## config.mk

```make
export PLATFORM = sky130hd
export DESIGN_NAME = uart_tx_ctrl
export DESIGN_NICKNAME = d
export VERILOG_FILES = /design/src/rtl/uart_tx_ctrl.sv
export SDC_FILE = /design/constraint.sdc
export NUM_CORES = 1
export LEC_CHECK = 0
export ABC_AREA = 1
export CAP_MARGIN = 20
export CORE_MARGIN = 1.5
export CORE_UTILIZATION = 58
export CTS_BUF_LIST = sky130_fd_sc_hd__clkbuf_16
export DETAILED_ROUTE_END_ITERATION = 16
export HOLD_SLACK_MARGIN = 0.15
export PLACE_DENSITY = 0.88
export SLEW_MARGIN = 10
export SYNTH_ARGS = -nofsm -noshare
export SYNTH_HDL_FRONTEND = slang
export SYNTH_SLANG_ARGS = --single-unit
```

## constraint.sdc

```tcl
create_clock -name clk -period 4.05 [get_ports clk]
set_clock_uncertainty 0.2 [all_clocks]
set_input_delay 0.405 -clock clk [delete_from_list [all_inputs] [get_ports clk]]
set_output_delay 0.405 -clock clk [all_outputs]
set_load 0.01 [all_outputs]
```

## src/rtl/uart_tx_ctrl.sv

```systemverilog
// UART transmit sequencer: drains the TX FIFO and serialises each character as
// start / 5-8 data bits (LSB first) / optional parity / 1, 1.5 or 2 stop bits.
module uart_tx_ctrl #(
  parameter int FIFO_CW = 5,
  parameter int DW      = 8
) (
  input  logic               clk,
  input  logic               wb_rst_i,
  input  logic               enable,
  input  logic [7:0]         lcr,
  input  logic [DW-1:0]      fifo_data,
  input  logic [FIFO_CW-1:0] fifo_count,
  output logic               fifo_pop,
  output logic               stx_o,
  output logic               tx_busy,
  output logic               tx_empty
);

  // state  | meaning
  // IDLE   | line high, waiting for FIFO data
  // POP    | one clk: pop FIFO, load shifter, latch frame config
  // START  | start bit (low) for one bit period
  // DATA   | 5-8 data bits, LSB first
  // PARITY | optional parity bit
  // STOP   | stop bits: 16, 24 or 32 enables
  typedef enum logic [2:0] {IDLE, POP, START, DATA, PARITY, STOP} state_t;

  state_t        r_state;
  logic [3:0]    r_tick;
  logic [2:0]    r_bit;
  logic [4:0]    r_stop_cnt;
  logic [DW-1:0] r_shift;
  logic [5:0]    r_cfg;
  logic          r_par;

  logic       w_fifo_nonempty;
  logic       w_bit_end;
  logic [2:0] w_last_bit;
  logic [4:0] w_stop_last;
  logic       w_stop_end;
  logic       w_par_bit;
  logic       w_line;
  logic       w_unused;

  assign w_unused        = lcr[7];
  assign w_fifo_nonempty = (fifo_count != '0);
  assign w_bit_end       = enable && (r_tick == 4'd15);
  assign w_last_bit      = 3'd4 + {1'b0, r_cfg[1:0]};
  assign w_stop_last     = !r_cfg[2] ? 5'd15 :
                           (r_cfg[1:0] == 2'b00) ? 5'd23 : 5'd31;
  assign w_stop_end      = enable && (r_stop_cnt == w_stop_last);
  // r_par holds the XOR of the bits actually shifted out
  assign w_par_bit       = r_cfg[5] ? ~r_cfg[4] : (r_cfg[4] ? r_par : ~r_par);

  always_comb begin
    w_line = 1'b1;
    case (r_state)
      START:   w_line = 1'b0;
      DATA:    w_line = r_shift[0];
      PARITY:  w_line = w_par_bit;
      default: w_line = 1'b1;
    endcase
  end

  always_ff @(posedge clk or negedge wb_rst_i) begin
    if (!wb_rst_i) begin
      r_state    <= IDLE;
      r_tick     <= '0;
      r_bit      <= '0;
      r_stop_cnt <= '0;
      r_shift    <= '0;
      r_cfg      <= '0;
      r_par      <= 1'b0;
      fifo_pop   <= 1'b0;
      stx_o      <= 1'b1;
      tx_busy    <= 1'b0;
      tx_empty   <= 1'b1;
    end else begin
      fifo_pop <= 1'b0;
      // break uses the live LCR bit so it takes effect on the next clk
      stx_o    <= w_line & ~lcr[6];
      tx_empty <= (r_state == IDLE) && !w_fifo_nonempty;
      case (r_state)
        IDLE: begin
          if (w_fifo_nonempty) begin
            r_state  <= POP;
            fifo_pop <= 1'b1;
            tx_busy  <= 1'b1;
          end
        end
        POP: begin
          r_shift    <= fifo_data;
          r_cfg      <= lcr[5:0];
          r_par      <= 1'b0;
          r_tick     <= '0;
          r_bit      <= '0;
          r_stop_cnt <= '0;
          r_state    <= START;
        end
        START: begin
          if (enable) begin
            r_tick <= r_tick + 4'd1;
            if (w_bit_end) begin
              r_bit   <= '0;
              r_state <= DATA;
            end
          end
        end
        DATA: begin
          if (enable) begin
            r_tick <= r_tick + 4'd1;
            if (w_bit_end) begin
              r_shift <= {1'b0, r_shift[DW-1:1]};
              r_par   <= r_par ^ r_shift[0];
              if (r_bit == w_last_bit) begin
                r_stop_cnt <= '0;
                r_state    <= r_cfg[3] ? PARITY : STOP;
              end else begin
                r_bit <= r_bit + 3'd1;
              end
            end
          end
        end
        PARITY: begin
          if (enable) begin
            r_tick <= r_tick + 4'd1;
            if (w_bit_end) begin
              r_stop_cnt <= '0;
              r_state    <= STOP;
            end
          end
        end
        STOP: begin
          if (enable) begin
            if (w_stop_end) begin
              r_stop_cnt <= '0;
              if (w_fifo_nonempty) begin
                r_state  <= POP;
                fifo_pop <= 1'b1;
              end else begin
                r_state <= IDLE;
                tx_busy <= 1'b0;
              end
            end else begin
              r_stop_cnt <= r_stop_cnt + 5'd1;
            end
          end
        end
        default: begin
          r_state <= IDLE;
          tx_busy <= 1'b0;
        end
      endcase
    end
  end

endmodule

```

==> summary.md <==
| Metric | Value |
|---|---|
| Status | complete, no violations |
| Die area | 3620 µm² |
| Placed cell areas | 2200 µm² |
| Fmax | 520 MHz |
| Worst-margin pin slew | 0.417 ns |
| Chip width | 60.2 µm |
| Chain of cells forming the critical path | clkdlybuf4s50_1 |
| Fin. max-slew vios | 0 |
| Clk buf depth | 2 |
| CTS-repair resized insts | 0 |
| Fin. Hold Viols | 0 |
| DR pass1 iterations | 4 |
| First-pass GRT wire length | 6.24 mm |
| I/O Pins | 28 |
| Gr usage total | 23.8% |
| Commonest cells post-synth | 58 x nand2_1, 32 x dfrtp_1, 25 x inv_1 |
| Per-cell routed wire length | 12.1 µm |
| Num rows | 20 |
| Area contributors post-synth | dfrtp_1 42%, nand2_1 11%, nand3_1 5.8% |
| Sequential area share after synthesis | 45.0% |
| Slowest CP cell | clkdlybuf4s50_1 |
| Min Clock Period, post-route | 1.92 ns |
| Postcts setup bufs | 0 |
| H-tree depth | 2 |
| Period utilization | 47.4% |
| Pleak | 1.17 nW |
| Initial antenna violation count | 0 |
| Synth Register Bits | 34 |
| 1st-iter DRT viols | 47 |
| CTS Sinks | 34 |
| CP Class | reg2out |
| Critical path buffer and inverter count | 1 |
| Number of buffers created by CTS | 5 |
| Worst rel slew slack | 72.1% |
| Post-synth EDFFs | 0 |
| Syn Area/Cell | 8.07 µm² |
| # diodes | 0 |
| CP max stage delay | 0.53 ns |
| Final core utilization | 76.6% |
| CTS Hold Buffers Added | 0 |
| Synth area leader | dfrtp_1 |
| Clk Latency, worst-skew pair | 0.28 ns |
| Core box area | 3080 µm² |
| Via count | 1607 |
| Initial core utilization | 61.6% |
| Crit path max-delay family | buffers and inverters |
| GPL Wtd Cong | 0.921 |
| Pin count of the biggest net entering global routing | 35 |
| Worst Hold Class | reg2reg |
| Power Density | 701 nW/µm² |
| Top_reg_cell synth | dfrtp_1 |
| Final Cell Area | 2360 µm² |
| Final setup vio count | 0 |
| DRC Markers | 0 |
| Synthesis Warnings | 0 |
| Design Power | 0.00165 W |
| Fin nets | 293 |
| WP data required | 3.44 ns |
| Largest fanout on the critical path | 1 |
| ANT nets after route | 0 |
| Most common cell in the netlist | nand2_1 |
| Mapped Area | 1900 µm² |
| Drt total wl | 3.75 mm |
| Crit. End Element | output pin |
| Synth top area share | 42.2% |
| Synthesis-to-layout area growth | 24.3% |
| DP HPWL | 2.52 mm |
| Net Count, Synth | 262 |
| TritonCTS clock tree | yes |
| Port buffer count | 26 |
| Final worst setup slack | 2.13 ns |
| Via density | 5.17 |
| Worst setup SP type | flop |
| Clk slew on worst S/H paths | 0.05 ns |
| Max Cap Violations | 0 |
| Post-synth ARST share | 100% |
| Die Y | 60.2 µm |
| Layout cells sized above 1 | 12.4% |
| DP Worst Slack | 1.85 ns |
| Total gr overflow | 0 |
| Synth unique cells | 31 |
| Vias in the first global route | 1539 |
| Post-Syn Instances | 235 |
| Crit path arrival time | 1.32 ns |
| Max VDD drop | 0.441 mV |
| Unrepaired setup endpoints after global routing | no |
| Root cell of the clock tree | clkbuf_16 |
| Sum Neg Setup Slack | 0 ns |
==> final timing paths <==
kind,from,to,slack (ns),depth (start not counted)
setup / recovery,stx_o,stx_o,2.13,1
hold reg to reg,tx_busy,tx_busy,0.29,2
hold / removal,tx_busy,tx_busy,0.29,2
max in group asynchronous,wb_rst_i,stx_o,2.99,2
setup reg to reg,r_state[2],r_state[0],2.15,8
min in group asynchronous,wb_rst_i,r_bit[1],0.33,2
==> layout by cell type (no fill, tap or decap), types with 4 or more instances in the layout <==
cell	netlist	final
nand2_2	4	4
nand2_1	58	58
nor2_1	17	17
xor2_1	4	4
nand3_1	22	22
inv_1	25	27
clkdlybuf4s50_1	0	26
inv_2	5	5
a21oi_1	12	12
dfrtp_1	32	32
o211ai_1	6	6
o21bai_1	4	4
o21ai_1	6	6
o21ai_0	12	12
clkbuf_16	0	5
==> kinds of logic (layout without fill, tap and decap cells) <==
| family | count (synthesis) | count (layout) | synth area share [%] |
|---|---|---|---|
| AOI/OAI and AO/OA | 43 | 43 | 13.9 |
| xor gates and xnor gates | 4 | 4 | 1.85 |
| adders and majority gates | 3 | 3 | 1.98 |
| buffers and inverters | 34 | 66 | 7.39 |
| DFF | 34 | 34 | 45.0 |
| muxes | 1 | 1 | 0.594 |
| and+or+nand+nor | 116 | 116 | 29.4 |
==> where the power goes <==
| part | internal (W) | leakage [nW] | switching [W] |
|---|---|---|---|
| clock network | 0.000285 | 0.0864 | 0.000135 |
| logic | 0.000245 | 0.654 | 0.000432 |
| registers | 0.000471 | 0.426 | 0.0000848 |
| total | 0.00100 | 1.17 | 0.000652 |
==> metal layers <==
metal	global-route usage (%)	wire length, µm
met3	8.01	165
met1	27.6	1670
met5	0	0
met2	40.7	1860
met4	8.57	53
==> through the flow <==
step	cells	hold WS, ns
5_1_grt	311	0.321
2_1_floorplan	235	-0.0906
4_1_cts	311	0.294
3_5_place_dp	303	0.281
6_report	311	0.287
3_3_place_gp	303	0.262
==> layout make-up <==
class                           instances  area [µm²]
Clock buffer                            5         125
Clock inverter                          3        37.5
Fill cell                             231         719
Inverter                               31         116
Multi-Input combinational cell        167         903
Sequential cell                        34         853
Tap cell                               44        55.1
Timing Repair Buffer                   27         268
==> registers in the layout, summed over array words and instances, names as in the netlist <==
register,flops
r_tick,4
fifo_pop,1
r_shift,8
r_stop_cnt,5
r_state,3
r_cfg,6
stx_o,1
tx_empty,1
tx_busy,1
r_bit,3
r_par,1
(Power assumes the default switching activity.)
